[src/rtl/vga_pkg.sv]
// Shared definitions for the name-table write path: map geometry, RAM
// widths, command opcodes and the command bundle queued by the writer.
package vga_pkg;

    localparam int COLS        = 40;
    localparam int ROWS        = 30;
    localparam int NAME_ADDR_W = 11;
    localparam int TILE_W      = 8;
    localparam int ROW_W       = 5;
    localparam int COL_W       = 6;
    localparam int FIFO_DEPTH  = 4;

    typedef enum logic [1:0] {
        OP_WRITE    = 2'd0,
        OP_FILL_ROW = 2'd1,
        OP_FILL_ALL = 2'd2,
        OP_NOP      = 2'd3
    } cmd_op_e;

    typedef struct packed {
        cmd_op_e             op;
        logic [ROW_W-1:0]    row;
        logic [COL_W-1:0]    col;
        logic [TILE_W-1:0]   tile;
    } name_cmd_t;

endpackage

[src/rtl/name_table_writer_cmd_fifo.sv]
// cmd_fifo: synchronous FIFO of name-table commands with full/empty flags.
// Ports: clk, rst_n, push_i/data_i (write), pop_i/data_o (read), full_o, empty_o.
module cmd_fifo
    import vga_pkg::*;
#(
    parameter int DEPTH = FIFO_DEPTH
) (
    input  logic      clk,
    input  logic      rst_n,
    input  logic      push_i,
    input  name_cmd_t data_i,
    input  logic      pop_i,
    output name_cmd_t data_o,
    output logic      full_o,
    output logic      empty_o
);

    localparam int AW = $clog2(DEPTH);

    name_cmd_t     mem_q [DEPTH];
    logic [AW:0]   wptr_q;
    logic [AW:0]   rptr_q;

    // Pointers carry one extra wrap bit to tell full from empty.
    assign empty_o = (wptr_q == rptr_q);
    assign full_o  = (wptr_q[AW] != rptr_q[AW]) &&
                     (wptr_q[AW-1:0] == rptr_q[AW-1:0]);
    assign data_o  = mem_q[rptr_q[AW-1:0]];

    always_ff @(posedge clk or negedge rst_n) begin
        if (!rst_n) begin
            wptr_q <= '0;
            rptr_q <= '0;
            for (int i = 0; i < DEPTH; i++) begin
                mem_q[i] <= '0;
            end
        end else begin
            if (push_i && !full_o) begin
                mem_q[wptr_q[AW-1:0]] <= data_i;
                wptr_q <= wptr_q + 1'b1;
            end
            if (pop_i && !empty_o) begin
                rptr_q <= rptr_q + 1'b1;
            end
        end
    end

endmodule

[src/rtl/name_table_writer.sv]
// name_table_writer: sole writer of the 40x30 name RAM. Queues tile commands
// (write / fill row / fill all) and issues writes only while blank_ok is high.
// Ports: cmd_* valid/ready command input, blank_ok write window,
// we/waddr/wdata registered RAM write port, busy and done status.
module name_table_writer #(
    parameter int COLS       = 40,
    parameter int ROWS       = 30,
    parameter int FIFO_DEPTH = 4
) (
    input  logic        clk,
    input  logic        rst_n,
    input  logic        cmd_valid,
    output logic        cmd_ready,
    input  logic [1:0]  cmd_op,
    input  logic [5:0]  cmd_col,
    input  logic [4:0]  cmd_row,
    input  logic [7:0]  cmd_tile,
    input  logic        blank_ok,
    output logic        we,
    output logic [10:0] waddr,
    output logic [7:0]  wdata,
    output logic        busy,
    output logic        done
);

    import vga_pkg::*;

    typedef enum logic [1:0] {
        ST_IDLE,
        ST_LOAD,
        ST_RUN,
        ST_DONE
    } state_e;

    localparam logic [COL_W-1:0] COL_LAST = COL_W'(COLS - 1);
    localparam logic [ROW_W-1:0] ROW_LAST = ROW_W'(ROWS - 1);

    name_cmd_t              cmd_in;
    name_cmd_t              head;
    logic                   fifo_full;
    logic                   fifo_empty;
    logic                   push;
    logic                   pop;

    state_e                 state_q;
    cmd_op_e                op_q;
    logic [ROW_W-1:0]       row_q;
    logic [COL_W-1:0]       col_q;
    logic [TILE_W-1:0]      tile_q;
    logic                   we_q;
    logic                   done_q;
    logic [NAME_ADDR_W-1:0] waddr_q;
    logic [TILE_W-1:0]      wdata_q;

    cmd_op_e                op_d;
    logic [ROW_W-1:0]       row_d;
    logic [COL_W-1:0]       col_d;
    logic [TILE_W-1:0]      tile_d;
    logic [ROW_W-1:0]       row_nx_d;
    logic [COL_W-1:0]       col_nx_d;
    logic                   last_d;
    logic                   drop_d;

    assign cmd_in = '{
        op:   cmd_op_e'(cmd_op),
        row:  cmd_row,
        col:  cmd_col,
        tile: cmd_tile
    };

    assign cmd_ready = !fifo_full;
    assign push      = cmd_valid && !fifo_full;
    assign pop       = (state_q == ST_LOAD);

    cmd_fifo #(
        .DEPTH (FIFO_DEPTH)
    ) u_fifo (
        .clk     (clk),
        .rst_n   (rst_n),
        .push_i  (push),
        .data_i  (cmd_in),
        .pop_i   (pop),
        .data_o  (head),
        .full_o  (fifo_full),
        .empty_o (fifo_empty)
    );

    // Position to write this cycle: taken straight from the FIFO head in
    // LOAD so the first write needs no extra cycle, else from the counters.
    always_comb begin
        op_d   = op_q;
        row_d  = row_q;
        col_d  = col_q;
        tile_d = tile_q;
        drop_d = 1'b0;
        if (state_q == ST_LOAD) begin
            op_d   = head.op;
            tile_d = head.tile;
            unique case (head.op)
                OP_WRITE: begin
                    row_d  = head.row;
                    col_d  = head.col;
                    drop_d = (int'(head.row) >= ROWS) ||
                             (int'(head.col) >= COLS);
                end
                OP_FILL_ROW: begin
                    row_d  = head.row;
                    col_d  = '0;
                    drop_d = (int'(head.row) >= ROWS);
                end
                OP_FILL_ALL: begin
                    row_d  = '0;
                    col_d  = '0;
                end
                default: begin
                    row_d  = '0;
                    col_d  = '0;
                    drop_d = 1'b1;
                end
            endcase
        end
    end

    always_comb begin
        if (col_d == COL_LAST) begin
            col_nx_d = '0;
            row_nx_d = row_d + ROW_W'(1);
        end else begin
            col_nx_d = col_d + COL_W'(1);
            row_nx_d = row_d;
        end
        last_d = (op_d == OP_WRITE) ||
                 ((col_d == COL_LAST) &&
                  ((op_d == OP_FILL_ROW) || (row_d == ROW_LAST)));
    end

    always_ff @(posedge clk or negedge rst_n) begin
        if (!rst_n) begin
            state_q <= ST_IDLE;
            op_q    <= OP_WRITE;
            row_q   <= '0;
            col_q   <= '0;
            tile_q  <= '0;
            we_q    <= 1'b0;
            done_q  <= 1'b0;
            waddr_q <= '0;
            wdata_q <= '0;
        end else begin
            we_q   <= 1'b0;
            done_q <= 1'b0;
            unique case (state_q)
                ST_IDLE: begin
                    // A push this cycle makes the head valid next cycle.
                    if (!fifo_empty || push) begin
                        state_q <= ST_LOAD;
                    end
                end
                ST_LOAD, ST_RUN: begin
                    op_q   <= op_d;
                    tile_q <= tile_d;
                    if (drop_d) begin
                        done_q  <= 1'b1;
                        state_q <= ST_IDLE;
                    end else if (blank_ok) begin
                        we_q    <= 1'b1;
                        waddr_q <= {row_d, col_d};
                        wdata_q <= tile_d;
                        row_q   <= row_nx_d;
                        col_q   <= col_nx_d;
                        state_q <= last_d ? ST_DONE : ST_RUN;
                    end else begin
                        row_q   <= row_d;
                        col_q   <= col_d;
                        state_q <= ST_RUN;
                    end
                end
                ST_DONE: begin
                    done_q  <= 1'b1;
                    state_q <= ST_IDLE;
                end
                default: state_q <= ST_IDLE;
            endcase
        end
    end

    assign we    = we_q;
    assign waddr = waddr_q;
    assign wdata = wdata_q;
    assign done  = done_q;
    assign busy  = !fifo_empty || (state_q != ST_IDLE);

endmodule

[config.mk]
export PLATFORM = sky130hd
export DESIGN_NAME = name_table_writer
export DESIGN_NICKNAME = d
export VERILOG_FILES = /design/src/rtl/vga_pkg.sv /design/src/rtl/name_table_writer_cmd_fifo.sv /design/src/rtl/name_table_writer.sv
export SDC_FILE = /design/constraint.sdc
export NUM_CORES = 1
export LEC_CHECK = 0
export ABC_AREA = 1
export BUFFER_PORTS_ARGS = -buffer_cell sky130_fd_sc_hd__buf_4
export CAP_MARGIN = 20
export CELL_PAD_IN_SITES_DETAIL_PLACEMENT = 1
export CELL_PAD_IN_SITES_GLOBAL_PLACEMENT = 2
export CORE_MARGIN = 5
export CORE_UTILIZATION = 35
export CTS_CLUSTER_SIZE = 40
export DETAILED_ROUTE_END_ITERATION = 8
export PLACE_DENSITY_LB_ADDON = 0.3
export SLEW_MARGIN = 20
export SYNTH_ARGS = -nofsm -noshare
export SYNTH_HDL_FRONTEND = slang
export SYNTH_SLANG_ARGS = --single-unit
[constraint.sdc]
create_clock -name clk -period 3 [get_ports clk]
set_input_delay 0.3 -clock clk [delete_from_list [all_inputs] [get_ports clk]]
set_output_delay 0.3 -clock clk [all_outputs]
set_load 0.005 [all_outputs]
# Word-level counts from Yosys, hierarchy flattened
# Index checks and enable logic that the tools add are counted.
word_totals:
  reg_bits: 134
  out_inout_bits: 23
  elab_cells: 100
op_classes:
  add_sub_neg: 4
  order_cmp: 5
  n_eq_ne: 12
  muxes: 28
  bitwise_logic: 3
  n_reduce_logical: 21
ops:
  columns: ["operator", "n"]
  rows:
  - ["bitwise mux 84 bit", 1]
  - ["two-way mux 21 bit", 3]
  - ["binary-select mux 21 bit (select 2 bit)", 1]
  - ["demux 21 bit (select 2 bit)", 1]
  - ["two-way mux 6 bit", 4]
  - ["two-way mux 5 bit", 4]
  - ["two-way mux 8 bit", 1]
  - ["two-way mux 1 bit", 7]
  - ["adder 3 x 1 -> 3 bit, second input constant", 2]
  - ["adder 6 x 1 -> 6 bit, second input constant", 1]
  - ["equality test 2 x 1 -> 1 bit, second input constant", 3]
  - ["equality test 2 bit, second input constant", 3]
  - ["equality test 6 bit, second input constant", 1]
  - ["greater-or-equal comparator 3 bit, second input constant", 2]
  - ["greater-or-equal comparator 6 bit, second input constant", 1]
  - ["logical AND 1 bit", 6]
  - ["logical NOT 2 bit", 3]
  - ["two-way mux 2 bit", 3]
  - ["inverter 2 -> 3 bit", 2]
  - ["one-hot mux 2 bit (3 select lines)", 1]
  - ["adder 5 x 1 -> 5 bit, second input constant", 1]
  - ["equality test 5 bit, second input constant", 1]
  - ["greater-or-equal comparator 5 bit, second input constant", 1]
  - ["logical OR 1 bit", 5]
  - ["13 further kinds", 15]

# Longest topological paths before layout
logic_depth:
  word_depth: 16
  depth_mapped: 18
  mapped_depth_nobuf: 17

# Cells and area by module
# From an unflattened synthesis, not the netlist that was laid out.
unflattened:
  cells_unflattened: 872
  area_unflattened_um2: 6972.9
modules_own_cells:
  columns: ["mod", "n_inst", "cells_per_inst", "area_each_um2", "seq_area_each_um2"]
  rows:
  - ["cmd_fifo", 1, 543, 4475.5, 2252.2]
  - ["name_table_writer", 1, 329, 2497.4, 1101.1]

# Worst setup path before layout
# OpenSTA, ideal clock, no wires.
synth_path:
  path_type: "register -> register"
  from: "reg u_fifo.rptr_q[0]"
  to: "reg row_q[3]"
  setup_ns: 0.117
  t_arrival_ns: 1.927
  required_time_ns: 2.883
  path_slack_ns: 0.956
  path_stages_with_launch: 16
  n_path_buf: 3
  cell_sequence: "dfrtp_1 buf_6 buf_6 buf_2 nor2_1 o21ai_0 nand2_1 nand2_1 nand2_1 inv_1 ha_1 nand3_2 nor2_4 nand4_1 nand3_1 nand2_1"
synth_via:
  word_cells_on_any_way: 23
  classes_between: "1 x add/sub; 2 x order compare; 3 x eq/ne; 11 x mux; 2 x bitwise; 4 x reduce/logical"
synth_lines:
  columns: ["item", "line", "source"]
  rows:
  - ["start, declared", "name_table_writer_cmd_fifo.sv:22", "logic [AW:0] rptr_q;"]
  - ["start signal, assigned", "name_table_writer_cmd_fifo.sv:43", "rptr_q <= rptr_q + 1'b1;"]
  - ["inverter 2 -> 3 bit (implied by the code) *", "name_table_writer_cmd_fifo.sv:28", "assign data_o = mem_q[rptr_q[AW-1:0]];"]
  - ["binary-select mux 21 bit (select 2 bit) *", "name_table_writer_cmd_fifo.sv:28", null]
  - ["two-way mux 21 bit (implied by the code) * (2 in a row)", "name_table_writer_cmd_fifo.sv:28", null]
  - ["logical NOT 2 bit", "name_table_writer.sv:99", "unique case (head.op)"]
  - ["two-way mux 6 bit *", "name_table_writer.sv:99", null]
  - ["two-way mux 6 bit *", "name_table_writer.sv:96", "if (state_q == ST_LOAD) begin"]
  - ["net col_d[0]", "name_table_writer.sv:57", "logic [COL_W-1:0] col_d;"]
  - ["equality test 6 bit *", "name_table_writer.sv:125", "if (col_d == COL_LAST) begin"]
  - ["two-way mux 5 bit *", "name_table_writer.sv:125", null]
  - ["two-way mux 5 bit *", "name_table_writer.sv:164", "end else if (blank_ok) begin"]
  - ["end signal, assigned", "name_table_writer.sv:168", "row_q <= row_nx_d;"]
  - ["end signal, assigned", "name_table_writer.sv:172", "row_q <= row_d;"]
  - ["end, declared", "name_table_writer.sv:47", "logic [ROW_W-1:0] row_q;"]
# Mark *: on every way through the listed nets, which the timed path passes. The rest lies on a longest branch. The select of a mux whose other input is x is not followed.
# A chain may end at the register's enable or synchronous reset.

# Worst setup path in the final report
layout_path:
  from: "reg u_fifo.rptr_q[0]"
  to: "reg row_q[4]"
# Same word-level chain as after synthesis.

==> impl_metrics.ini <==
[outcome]
status = completed

[setup_path]
timing.rr.end = row_q[4]$_DFFE_PN0P_
arrival_ns = 2.98
cp-startpoint = u_fifo.rptr_q[0]$_DFFE_PN0P_
worstPathMaxFanout = 27
r2r_start = u_fifo.rptr_q[0]$_DFFE_PN0P_
r2r_slack_ns = 0.32
crit_required_ns = 3.30
reg2regPathDepth = 14
critical_path.endpoint = row_q[4]$_DFFE_PN0P_
start_kind = flip-flop
cp-end-kind = flip-flop
path_class = reg -> reg

[cells_and_area]
fillCellCount = 2204
final_nets = 875
seq_area_um2 = 3350
mostFrequentLayoutCell = nand2_1
finalNonFillerCells = 1080
final_cell_mix = nand2_1 (251), o21ai_0 (137), dfrtp_1 (134)
drive_above_1_share = 0.132
area_growth_pct = 18.3
multi_input_area_um2 = 2540
diodes = 0

[sta]
rsz0062_at_grt = false
clock_skew_ns = 0.0128
fmax_ghz = 0.374
worstMarginPinSlew_ns = 0.533
slew_headroom = 0.641
setup_viol = 0
maxSlewViolCount = 0
hold_ws_ns = 0.170
setup_tns_ns = 0
hold_violations = 0
fin_crit_ns = 2.68
period_share = 0.892

[global_route]
grt_usage = 0.166
grt_max_degree = 75
grt-ovfl-total = 0
grt_pass1_vias = 5669
antenna_found_initial = 0
grt_pass1_wl_um = 29100

[die]
num_rows = 49
core_um2 = 18000
die-area_um2 = 21100
ios = 48
fp.dieH_um = 145
start_util = 0.356
die_w_um = 145

[clock_network]
htree_levels = 4
clock-sinks = 134
cts_tree = built
clk_path_buf_depth = 2
cts.clk_slew.worst_paths_ns = 0.06
cts_made_buffers = 17
cts-root-buf = clkbuf_16
clock_latency_ns = 0.42

[route]
wire_per_inst_um = 15.8
drc = 0
dr.pass1.iters = 4
drt_iter0_markers = 265
num_vias = 5275
ant_nets = 0
vias_per_cell = 4.88
routed_wl_um = 17000

[place]
place_hpwl_um = 11700
dp_cells = 1047
place.gp.congestion = 0.783
port_buffers = 47

[synthesis]
ys_ff_latch = 134
synth_cells = 795
avgSynthCellArea_um2 = 8.06
ys_seq_area_frac = 0.523
synth_nets = 832
syn_area_um2 = 6410
ys_types = 33
ys_warn_count = 0

[power]
ir_drop_v = 0.000553
p_leak_nw = 3.77
p_per_area_nw_per_um2 = 1230

[hold_path]
min_path_type = in -> reg

[job]
cap_violations = 0
[power breakdown]
part	leakage (nW)	switching [mW]	total [mW]	internal (mW)
combinational	1.80	2.75	4.17	1.43
sequential	1.69	0.443	3.07	2.63
clock	0.281	0.826	2.06	1.23
[logic make-up after synthesis]
kind of cell | synth area share
compound gates | 0.138
xor+xnor | 0.0109
buf+inv | 0.0802
simple gates | 0.224
flops | 0.523
fa+ha+maj | 0.0234
[state kept, by name, summed over array words and instances (netlist names)]
register,cells
u_fifo.mem_q,84
waddr,11
tile_q,8
wdata,8
col_q,6
row_q,5
u_fifo.rptr_q,3
u_fifo.wptr_q,3
op_q,2
state_q,2
done,1
we,1
[synthesized netlist by cell type, drive strengths merged]
library cell	count	area [um2]
o211ai	1	7.51
clkbuf	14	52.6
nand3	43	225
inv	75	287
a31oi	2	18.8
xnor2	4	35.0
nor2	52	210
ha	12	150
o21a	1	7.51
or2	1	6.26
o21ai	153	781
a21oi	4	20.0
buf	27	171
clkinv	1	3.75
nand4	5	31.3
o22ai	8	50.1
nand2	254	966
xor2	4	35.0
dfrtp	134	3350
[worst max-delay path: stages (launching register included)]
cell and delay (ns):
dfrtp_1 0.52, inv_6 0.14, buf_4 0.30, o21ai_0 0.12
o21ai_0 0.26, nand2_1 0.08, nand2_1 0.09, nand2_1 0.10
inv_1 0.07, ha_1 0.19, nand3_2 0.13, nor2_4 0.25
nand4_1 0.13, nand3_1 0.12, nand2_1 0.06
[how the worst min path moves through the flow]
stage | from | endpoint | slack (ns) | cells after the start
5_1_grt | cmd_tile[5] | u_fifo.mem_q[68]$_DFFE_PN0P_ | 0.19 | 3
3_3_place_gp | rst_n | waddr[2]$_DFFE_PN0P_ | 0.29 | 1
2_1_floorplan | rst_n | col_q[0]$_DFFE_PN0P_ | 0.004 | 0
3_5_place_dp | rst_n | waddr[4]$_DFFE_PN0P_ | 0.30 | 1
4_1_cts | cmd_tile[4] | u_fifo.mem_q[67]$_DFFE_PN0P_ | 0.16 | 3
6_report | cmd_tile[4] | u_fifo.mem_q[67]$_DFFE_PN0P_ | 0.17 | 3
[metrics by stage]
| step | power [mW] | area (um2) | util | setup slack, ns |
|---|---|---|---|---|
| after global routing | 10.2 | 7580 | 0.421 | 0.0364 |
| after detailed placement | 7.35 | 6990 | 0.388 | 0.324 |
| after global placement | 7.14 | 6990 | 0.388 | 0.428 |
| after floorplan | 5.98 | 6410 | - | 0.956 |
| final | 9.30 | 7580 | 0.421 | 0.323 |
| after CTS | 9.47 | 7580 | 0.421 | 0.315 |
[timing repair]
action                    4_1_cts  5_1_grt
resized for setup               0        0
hold endpoints to repair       32        0
buffers inserted                0        0
hold buffers                    1        0
[layer usage]
layer  up-vias  GRT usage  wire [um]
li1       2630          -          -
met1      2562      0.222       7990
met2        66      0.274       8200
met3        17     0.0355        642
met4         0     0.0466        208
met5         -          0          0
[cell type report]
type | count | share of cell area
Inverter | 76 | 0.0383
Sequential cell | 134 | 0.442
Timing Repair Buffer | 65 | 0.0696
Tap cell | 229 | 0.0378
Clock buffer | 18 | 0.0566
Clock inverter | 14 | 0.0200
Multi-Input combinational cell | 544 | 0.335
(Power assumes the default switching activity.)
